[config.mk]
export PLATFORM = sky130hd
export DESIGN_NAME = mem_arbiter
export DESIGN_NICKNAME = d
export VERILOG_FILES = /design/src/rtl/soc_pkg.sv /design/src/rtl/arb_watchdog.sv /design/src/rtl/mem_arbiter.sv
export SDC_FILE = /design/constraint.sdc
export NUM_CORES = 1
export LEC_CHECK = 0
export BUFFER_PORTS_ARGS = -buffer_cell sky130_fd_sc_hd__clkbuf_2
export CORE_MARGIN = 2
export CORE_UTILIZATION = 50
export CTS_BUF_LIST = sky130_fd_sc_hd__clkbuf_4 sky130_fd_sc_hd__clkbuf_8 sky130_fd_sc_hd__clkbuf_16
export CTS_CLUSTER_DIAMETER = 120
export DETAILED_ROUTE_END_ITERATION = 8
export HOLD_SLACK_MARGIN = 0.08
export PLACE_DENSITY = 0.84
export SETUP_SLACK_MARGIN = 0.2
export SYNTH_ARGS = -nofsm -noshare
export SYNTH_HDL_FRONTEND = slang
export SYNTH_HIERARCHICAL = 1
export SYNTH_SLANG_ARGS = --single-unit
[constraint.sdc]
create_clock -name clk -period 5.1 [get_ports clk]
set_clock_uncertainty 0.2 [all_clocks]
set_input_delay 0.765 -clock clk [delete_from_list [all_inputs] [get_ports clk]]
set_output_delay 0.765 -clock clk [all_outputs]
set_load 0.1 [all_outputs]
[src/rtl/soc_pkg.sv]
// rtl/soc_pkg.sv - shared bus-fabric types and default widths for the soc
package soc_pkg;
   localparam int DEF_ADDR_W = 32;
   localparam int DEF_DATA_W = 32;

   typedef enum logic [1:0] {
      ARB_IDLE = 2'd0,
      ARB_BUSY = 2'd1,
      ARB_RESP = 2'd2
   } arb_state_t;

   typedef enum logic {
      M_FETCH = 1'b0,
      M_DATA  = 1'b1
   } master_t;
endpackage

[src/rtl/arb_watchdog.sv]
// rtl/arb_watchdog.sv - saturating busy-cycle counter with a registered expiry pulse
module arb_watchdog #(
   parameter int TIMEOUT = 255
) (
   input  logic clk,
   input  logic reset,
   input  logic clear,
   input  logic enable,
   output logic expired
);
   localparam int CW = $clog2(TIMEOUT + 1);
   localparam logic [CW-1:0] LIMIT = CW'(TIMEOUT);

   logic [CW-1:0] cnt_q, cnt_d;
   logic          expired_q;

   always_comb begin
      cnt_d = cnt_q;
      if (clear) begin
         cnt_d = '0;
      end else if (enable && (cnt_q != LIMIT)) begin
         cnt_d = cnt_q + 1'b1;
      end
   end

   // Expiry is flagged only on the edge the count first lands on LIMIT.
   always_ff @(posedge clk) begin
      if (!reset) begin
         cnt_q     <= '0;
         expired_q <= 1'b0;
      end else begin
         cnt_q     <= cnt_d;
         expired_q <= (cnt_d == LIMIT) && (cnt_q != LIMIT);
      end
   end

   assign expired = expired_q;
endmodule

[src/rtl/mem_arbiter.sv]
// rtl/mem_arbiter.sv - round-robin arbiter sharing one memory port between fetch and load/store
module mem_arbiter
   import soc_pkg::*;
#(
   parameter int ADDR_W  = DEF_ADDR_W,
   parameter int DATA_W  = DEF_DATA_W,
   parameter int TIMEOUT = 255
) (
   input  logic                clk,
   input  logic                reset,
   input  logic                m0_req,
   input  logic [ADDR_W-1:0]   m0_addr,
   output logic                m0_done,
   output logic [DATA_W-1:0]   m0_rdata,
   output logic                m0_err,
   input  logic                m1_req,
   input  logic [ADDR_W-1:0]   m1_addr,
   input  logic                m1_we,
   input  logic [DATA_W-1:0]   m1_wdata,
   input  logic [DATA_W/8-1:0] m1_wstrb,
   output logic                m1_done,
   output logic [DATA_W-1:0]   m1_rdata,
   output logic                m1_err,
   output logic                mem_req,
   output logic [ADDR_W-1:0]   mem_addr,
   output logic                mem_we,
   output logic [DATA_W-1:0]   mem_wdata,
   output logic [DATA_W/8-1:0] mem_wstrb,
   input  logic                mem_ack,
   input  logic [DATA_W-1:0]   mem_rdata
);
   arb_state_t state_q;
   master_t    last_grant_q, owner_q, pick;
   logic       pick_valid;
   logic       wd_expired;

   logic                mem_req_q, mem_we_q;
   logic [ADDR_W-1:0]   mem_addr_q;
   logic [DATA_W-1:0]   mem_wdata_q;
   logic [DATA_W/8-1:0] mem_wstrb_q;
   logic                m0_done_q, m0_err_q, m1_done_q, m1_err_q;
   logic [DATA_W-1:0]   m0_rdata_q, m1_rdata_q;

   always_comb begin
      pick_valid = m0_req | m1_req;
      pick       = M_FETCH;
      if (m0_req && m1_req) begin
         pick = (last_grant_q == M_FETCH) ? M_DATA : M_FETCH;
      end else if (m1_req) begin
         pick = M_DATA;
      end
   end

   // Held in clear for all of IDLE so every grant starts BUSY from zero.
   arb_watchdog #(.TIMEOUT(TIMEOUT)) u_watchdog (
      .clk     (clk),
      .reset   (reset),
      .clear   (state_q == ARB_IDLE),
      .enable  (state_q == ARB_BUSY),
      .expired (wd_expired)
   );

   always_ff @(posedge clk) begin
      if (!reset) begin
         state_q      <= ARB_IDLE;
         last_grant_q <= M_DATA;
         owner_q      <= M_FETCH;
         mem_req_q    <= 1'b0;
         mem_addr_q   <= '0;
         mem_we_q     <= 1'b0;
         mem_wdata_q  <= '0;
         mem_wstrb_q  <= '0;
         m0_done_q    <= 1'b0;
         m0_rdata_q   <= '0;
         m0_err_q     <= 1'b0;
         m1_done_q    <= 1'b0;
         m1_rdata_q   <= '0;
         m1_err_q     <= 1'b0;
      end else begin
         m0_done_q <= 1'b0;
         m1_done_q <= 1'b0;
         case (state_q)
            ARB_IDLE: begin
               if (pick_valid) begin
                  owner_q      <= pick;
                  last_grant_q <= pick;
                  mem_req_q    <= 1'b1;
                  state_q      <= ARB_BUSY;
                  if (pick == M_FETCH) begin
                     mem_addr_q  <= m0_addr;
                     mem_we_q    <= 1'b0;
                     mem_wdata_q <= '0;
                     mem_wstrb_q <= '0;
                  end else begin
                     mem_addr_q  <= m1_addr;
                     mem_we_q    <= m1_we;
                     mem_wdata_q <= m1_wdata;
                     mem_wstrb_q <= m1_wstrb;
                  end
               end
            end
            ARB_BUSY: begin
               // An ack coinciding with expiry still completes the access cleanly.
               if (mem_ack || wd_expired) begin
                  mem_req_q <= 1'b0;
                  state_q   <= ARB_RESP;
                  if (owner_q == M_FETCH) begin
                     m0_done_q  <= 1'b1;
                     m0_rdata_q <= mem_ack ? mem_rdata : '0;
                     m0_err_q   <= !mem_ack;
                  end else begin
                     m1_done_q  <= 1'b1;
                     m1_rdata_q <= mem_ack ? mem_rdata : '0;
                     m1_err_q   <= !mem_ack;
                  end
               end
            end
            ARB_RESP: state_q <= ARB_IDLE;
            default:  state_q <= ARB_IDLE;
         endcase
      end
   end

   assign mem_req   = mem_req_q;
   assign mem_addr  = mem_addr_q;
   assign mem_we    = mem_we_q;
   assign mem_wdata = mem_wdata_q;
   assign mem_wstrb = mem_wstrb_q;
   assign m0_done   = m0_done_q;
   assign m0_rdata  = m0_rdata_q;
   assign m0_err    = m0_err_q;
   assign m1_done   = m1_done_q;
   assign m1_rdata  = m1_rdata_q;
   assign m1_err    = m1_err_q;
endmodule

==> flow_summary_export.csv, run 1 <==
group,metric,value,unit
worst_setup_path,start_kind,"flip-flop",
floorplanning,die_h,115,µm
logic_synthesis,syn_avg_cell_area,9.97,µm²
final_layout,postLayoutCellArea,8030,µm²
global_route,grt_start_max_net_pins,105,
logic_synthesis,synth_area,6160,µm²
route,wl_per_cell,15.1,µm
logic_synthesis,synth_top_area_share,49.1,%
final_layout,n_antenna_cell,0,
logic_synthesis,synth_seq_cells,151,
logic_synthesis,synthDistinctLibCells,49,
clock_network,cts_tree,"yes",
worst_setup_path,rrSetupSlack,2.51,ns
placed_design,placed_cells,992,
route,drt-initial-drc-count,320,
floorplanning,dieArea,13200,µm²
hold_path,hold_path.class,"reg -> reg",
route,drc,0,
clock_network,clkSinkCount,151,
floorplanning,core,12000,µm²
power_and_ir_drop,p_clk_share,38.2,%
timing,hold_slack,0.255,ns
clock_network,htreeDepth,4,
route,drtPass1Iterations,5,
worst_setup_path,r2r-start,"state_q[1]",
placed_design,dp_slack,2.13,ns
clock_network,cts.path.max_buffers,2,
logic_synthesis,synth_ff_type,"dfxtp_1",
global_route,antenna_found_initial,0,
final_layout,drive_gt1_share,40.8,%
global_route,grt-ovfl-total,0,
floorplanning,start_util,51.3,%
power_and_ir_drop,irDropWorstVdd,323,µV
logic_synthesis,synth_cells,618,
power_and_ir_drop,seqPwrFrac,39.2,%
timing,max_slew_margin,33.5,%
timing,hold_violations,0,
logic_synthesis,async_reset_ff_share,0,%
worst_setup_path,critPathRequiredTime,5.13,ns
power_and_ir_drop,comb_power_share,22.6,%
worst_setup_path,cpPeakStageDelay,0.73,ns
logic_synthesis,synthTopCellsByArea,"dfxtp_1 (49%), mux2i_1 (11%), nand2_1 (8.4%)",
timing,fin_crit_sh,50.7,%
timing,fmax,387,MHz
worst_setup_path,worstPathCellList,"nor2_2 > buf_4 > and2_4 > a311oi_1",
clock_network,cts_setup_buffers,0,
power_and_ir_drop,switchingPower,1.07,mW
worst_setup_path,reg2reg_depth,4,
worst_setup_path,crit_fanout,32,
clock_network,clkLatencyLatePin,0.41,ns
clock_network,cts_resized,0,
timing,tightest_slew,0.998,ns
final_layout,nets,1003,
hold_path,min_to,"m0_rdata[22]",
worst_setup_path,cp-end-kind,"flip-flop",
clock_network,numCtsBuffers,17,
final_layout,final_cells,1023,
route,wl,15500,µm
worst_setup_path,rr_endpoint,"mem_addr[5]",
outcome,outcome,"completed",
logic_synthesis,yosys-top-cells-count,"dfxtp_1 (151), nand2_1 (138), mux2i_1 (68), a21oi_1 (39), a22o_1 (37)",
global_route,first_global_vias,5128,
timing,drv_slew,0,
power_and_ir_drop,p_leak,3.81,nW
floorplanning,io_pins,276,
floorplanning,die_w,115,µm
hold_path,hold_depth,2,
placed_design,gp_congestion,0.786,
route,detail_route.vias_per_cell,5.31,
clock_network,cts_hold_buf,0,
power_and_ir_drop,switching_share,32.9,%
logic_synthesis,synth_edf_count,0,
worst_setup_path,arrival,2.62,ns
worst_setup_path,cpLargestDelayFamily,"simple AND/OR/NAND/NOR gates",
placed_design,placed_cell_area,7430,µm²
power_and_ir_drop,p_int,2.17,mW
route,antenna_left,0,
clock_network,path_clk_slew,0.06,ns
timing,worst_slack,2.51,ns
timing,fin_setup_tns,0,ns
timing,rsz0062_at_grt,"no",
placed_design,dp_hpwl,10800,µm
logic_synthesis,synth_seq_area_share,49.1,%
hold_path,min-delay-start,"m0_rdata[22]",
clock_network,cts.root.buffer_cell,"clkbuf_16",
final_layout,area_delta_synth_final,30.3,%
global_route,grt_usage,22.9,%
timing,period_needed,2.59,ns
placed_design,port_buffers,275,
global_route,grt_pass1_wl,24200,µm
route,via_count,5434,
floorplanning,row_count,40,
logic_synthesis,yosys.area.top_type,"dfxtp_1",
job,cap_violations,0,
power_and_ir_drop,power,3.24,mW
logic_synthesis,yosysWarnings,6,
worst_setup_path,path_buf_inv,1,
final_layout,final_core_util,66.9,%
logic_synthesis,mappedNetlistNets,757,
logic_synthesis,yosysMostFrequentCell,"dfxtp_1",
final_layout,n_fill_cell,984,
worst_setup_path,crit_type,"reg -> reg",
timing,finalSetupViolations,0,
power_and_ir_drop,p_per_area,403,nW/µm²
worst_setup_path,critical-path-slowest-cell,"nor2_2",
==> how the worst max path moves through the flow <==
stage / endpoint / startpoint / cells after the start
after floorplan: u_watchdog/expired / state_q[1] / 7
after global routing: u_watchdog/expired / reset / 5
after CTS: mem_addr[5] / state_q[1] / 4
after detailed placement: u_watchdog/expired / reset / 5
after global placement: u_watchdog/expired / reset / 5
final: mem_addr[5] / state_q[1] / 4
==> routing by layer <==
metal | vias up | routed length (µm) | part of all wire (%) | GRT usage, %
li1 | 2694 | - | - | -
met1 | 2529 | 6330 | 41 | 26.4
met2 | 188 | 7760 | 50 | 39.2
met3 | 23 | 1080 | 7.0 | 8.07
met4 | 0 | 308 | 2.0 | 8.92
met5 | - | 0 | 0 | 0
==> cell type report <==
type	instances	area, µm²	share of cell area, %
clock buffers	26	543	6.76
clock inverters	5	57.6	0.717
inverters	6	22.5	0.280
multi-input cells	406	2770	34.5
flip-flops and latches	151	3020	37.6
well taps	147	184	2.29
repair buffers	282	1430	17.8
==> registers in the layout, indices dropped and copies added, names as in the netlist <==
signal,count
m0_rdata,32
m1_rdata,32
mem_addr,32
mem_wdata,32
u_watchdog/cnt_q,8
mem_wstrb,4
state_q,2
last_grant_q,1
m0_done,1
m0_err,1
m1_done,1
m1_err,1
mem_req,1
mem_we,1
owner_q,1
u_watchdog/expired,1
==> worst min-delay path: cells and delay by family (launching register included) <==
kind             cells  cell delay [ns]
flip-flops           1             0.31
multiplexers         1             0.05
AND/OR/NAND/NOR      1             0.05
==> kinds of logic (layout without fill, tap and decap cells) <==
family | Yosys count | in the layout | synth area share [%]
AOI/OAI and AO/OA | 126 | 126 | 18.2
xor gates and xnor gates | 2 | 2 | 0.284
adders and majority gates | 1 | 1 | 0.203
buffers and inverters | 61 | 319 | 6.05
DFF | 151 | 151 | 49.1
muxes | 68 | 68 | 11.0
and+or+nand+nor | 209 | 209 | 15.1
==> power by group through the flow <==
stage	clock network, mW	registers (mW)	logic [mW]
after floorplan	0	1.68	0.217
after global placement	0	1.29	0.729
after detailed placement	0	1.29	0.735
after CTS	1.26	1.27	0.736
after global routing	1.31	1.28	0.766
final	1.24	1.27	0.733
==> cell usage in the layout, fill, tap and decap left out, drive strengths merged, types with 5 or more instances in the layout <==
master,n
a21oi,40
a22o,37
a311oi,32
buf,8
clkbuf,300
dfxtp,151
inv,8
mux2i,68
nand2,138
nand3,34
nor2,10
nor3,5
o21ai,6
Note: power is estimated with default switching activity, not from simulation.
==> run 2: changes to the inputs <==
--- a/config.mk
+++ b/config.mk
@@ -5,14 +5,15 @@
 export SDC_FILE = /design/constraint.sdc
 export NUM_CORES = 1
 export LEC_CHECK = 0
+export ABC_AREA = 1
 export BUFFER_PORTS_ARGS = -buffer_cell sky130_fd_sc_hd__clkbuf_2
 export CORE_MARGIN = 2
-export CORE_UTILIZATION = 50
+export CORE_UTILIZATION = 48
 export CTS_BUF_LIST = sky130_fd_sc_hd__clkbuf_4 sky130_fd_sc_hd__clkbuf_8 sky130_fd_sc_hd__clkbuf_16
 export CTS_CLUSTER_DIAMETER = 120
 export DETAILED_ROUTE_END_ITERATION = 8
 export HOLD_SLACK_MARGIN = 0.08
-export PLACE_DENSITY = 0.84
+export PLACE_DENSITY = 0.8
 export SETUP_SLACK_MARGIN = 0.2
 export SYNTH_ARGS = -nofsm -noshare
 export SYNTH_HDL_FRONTEND = slang
==> constraint.sdc (replaced) <==
create_clock -name clk -period 2.52 [get_ports clk]
set_clock_uncertainty 0.2 [all_clocks]
set_input_delay 0.378 -clock clk [delete_from_list [all_inputs] [get_ports clk]]
set_output_delay 0.378 -clock clk [all_outputs]
set_load 0.1 [all_outputs]
==> run 2 against run 1 <==
Compared with the run above: combinational power rose to 2.8 times the previous value; synthesized cell count up 61%; final cell count up 48%; critical path depth up 4; fmax up 19%; die area up 11%.
==> flow_summary_export.csv, run 2 <==
group,metric,value,unit
timing,fmax,459,MHz
floorplanning,die_w,121,µm
worst_setup_path,rrSetupSlack,0.34,ns
clock_network,numCtsBuffers,17,
power_and_ir_drop,irDropWorstVdd,490,µV
route,wl,21700,µm
final_layout,layout_commonest_cell,"clkbuf_2",
final_layout,n_fill_cell,1011,
logic_synthesis,yosys.area.top_type,"dfxtp_1",
worst_setup_path,cp-end-kind,"flip-flop",
worst_setup_path,path_buf_inv,3,
global_route,grt_usage,29.8,%
global_route,grt_pass1_wl,34700,µm
worst_setup_path,critPathLaunch,"state_q[0]",
route,wl_per_cell,14.3,µm
timing,tightest_slew,1.16,ns
logic_synthesis,synth_seq_cells,151,
worst_setup_path,crit_type,"reg -> reg",
route,antenna_left,0,
global_route,antenna_found_initial,0,
power_and_ir_drop,p_leak,5.05,nW
timing,hold_slack,0.0878,ns
final_layout,final_core_util,71.6,%
power_and_ir_drop,p_per_area,767,nW/µm²
floorplanning,core,13300,µm²
hold_path,hold_path.class,"in -> reg",
placed_design,port_buffers,275,
route,detail_route.vias_per_cell,5.00,
placed_design,gp_congestion,0.867,
logic_synthesis,synth_edf_count,0,
power_and_ir_drop,power,7.30,mW
floorplanning,die_h,121,µm
global_route,grt-ovfl-total,0,
global_route,grt_start_max_net_pins,77,
worst_setup_path,worstPathCellList,"inv_2 > nand2_1 > nor2_4 > buf_12 > nand2_1 > nor2_1 > dlygate4sd3_1 > nor2_1",
logic_synthesis,synth_seq_area_share,46.0,%
hold_path,min-delay-start,"m0_addr[1]",
worst_setup_path,critPathRequiredTime,2.63,ns
clock_network,clkSinkCount,151,
logic_synthesis,async_reset_ff_share,0,%
timing,fin_setup_tns,0,ns
floorplanning,start_util,49.5,%
route,drc,0,
final_layout,nets,1465,
timing,rsz0062_at_grt,"no",
route,via_count,7580,
timing,max_slew_margin,22.3,%
clock_network,cts.root.buffer_cell,"clkbuf_16",
worst_setup_path,crit_fanout,51,
worst_setup_path,cpLargestDelayFamily,"buffers and inverters",
timing,finalSetupViolations,0,
clock_network,htreeDepth,4,
logic_synthesis,yosysWarnings,6,
clock_network,cts.path.max_buffers,2,
floorplanning,row_count,42,
timing,hold_violations,0,
clock_network,path_clk_slew,0.06,ns
logic_synthesis,synthTopCellsByArea,"dfxtp_1 (46%), nand2_1 (14%), nor2_1 (14%)",
job,cap_violations,0,
logic_synthesis,synth_top_area_share,46.0,%
logic_synthesis,synthDistinctLibCells,24,
logic_synthesis,synth_area,6580,µm²
route,drt-initial-drc-count,642,
outcome,outcome,"completed",
worst_setup_path,r2r-start,"state_q[0]",
timing,drv_slew,0,
floorplanning,dieArea,14700,µm²
logic_synthesis,syn_avg_cell_area,6.61,µm²
worst_setup_path,arrival,2.29,ns
worst_setup_path,cpPeakStageDelay,0.61,ns
placed_design,dp_hpwl,13200,µm
worst_setup_path,start_kind,"flip-flop",
global_route,first_global_vias,7455,
timing,fin_crit_sh,86.5,%
timing,period_needed,2.18,ns
logic_synthesis,synth_ff_type,"dfxtp_1",
final_layout,n_antenna_cell,0,
final_layout,area_delta_synth_final,44.8,%
logic_synthesis,synth_cells,995,
final_layout,layout_common_cells,"clkbuf_2 (274), nand2_1 (254), nor2_1 (245), dfxtp_1 (151), inv_1 (93)",
logic_synthesis,yosys-top-cells-count,"nand2_1 (254), nor2_1 (248), dfxtp_1 (151), inv_1 (93), nand3_1 (45)",
floorplanning,io_pins,276,
logic_synthesis,yosysMostFrequentCell,"nand2_1",
route,drtPass1Iterations,7,
worst_setup_path,critical-path-slowest-cell,"dlygate4sd3_1",
clock_network,clkLatencyLatePin,0.42,ns
final_layout,drive_gt1_share,25.7,%
clock_network,cts_tree,"yes",
logic_synthesis,mappedNetlistNets,1134,
## run 2: cell types whose count changed after synthesis, sizes merged, moves of 32 or more
cell,before,now
mux2i,68,0
a22o,37,0
nand4,2,41
nor2,10,254
nand2,138,261
inv,6,95
a311oi,32,0
## run 2: per-stage QoR
stage               std cells  setup slack [ns]  instance area [µm²]
finish                   1515             0.341                 9520
global route             1515             0.231                 9520
CTS                      1513             0.298                 9510
detailed placement       1400             0.391                 8080
global placement         1400             0.482                 8080
floorplan                 995             0.892                 6580
## run 2: worst reg2reg max path, stage by stage (launching register included)
cell           delay, ns
dfxtp_1             0.37
inv_2               0.10
nand2_1             0.12
nor2_4              0.18
buf_12              0.23
nand2_1             0.09
nor2_1              0.12
dlygate4sd3_1       0.61
nor2_1              0.06
## run 2: cell type report
type                       instances  area [µm²]  share of cell area [%]
multi-input combinational        687        2940                    30.8
sequential                       151        3020                    31.8
inverter                          96         360                    3.78
clock inverter                     7        90.1                   0.946
clock buffer                      25         523                    5.49
timing repair buffer             373        2370                    24.9
tap                              176         220                    2.31
## run 2: final timing paths
kind	endpoint	cells after the start
max	mem_addr[20]	8
min	mem_addr[1]	5
max reg2reg	mem_addr[20]	8
min reg2reg	mem_wdata[25]	2
## run 2: power by group
group | leakage (nW) | switching, mW | internal (mW) | total, mW
combinational | 3.51 | 1.61 | 0.460 | 2.07
sequential | 1.23 | 0.0897 | 2.54 | 2.63
clock | 0.302 | 0.972 | 1.63 | 2.61
## run 2: routing by layer
layer  track usage, %  part of all wire, %
met2             50.5                   48
met5                0                    0
met3             8.08                  7.7
met4             15.3                  4.9
met1             34.4                   40
## run 2: cell families (layout without fill, tap and decap cells)
logic type | Yosys count | after routing | synth area share [%]
AO/OA/AOI/OAI | 78 | 78 | 5.97
adder cells (fa/ha/maj) | 1 | 1 | 0.190
buffers and inverters | 157 | 501 | 9.63
flip-flops | 151 | 151 | 46.0
AND/OR/NAND/NOR | 608 | 608 | 38.2
## run 2: timing repair
action,CTS,global route
setup buffers,0,2
endpoints found under the hold margin,73,0
endpoints found under the setup margin,0,7
hold buffers,81,0
gates resized for setup,0,0
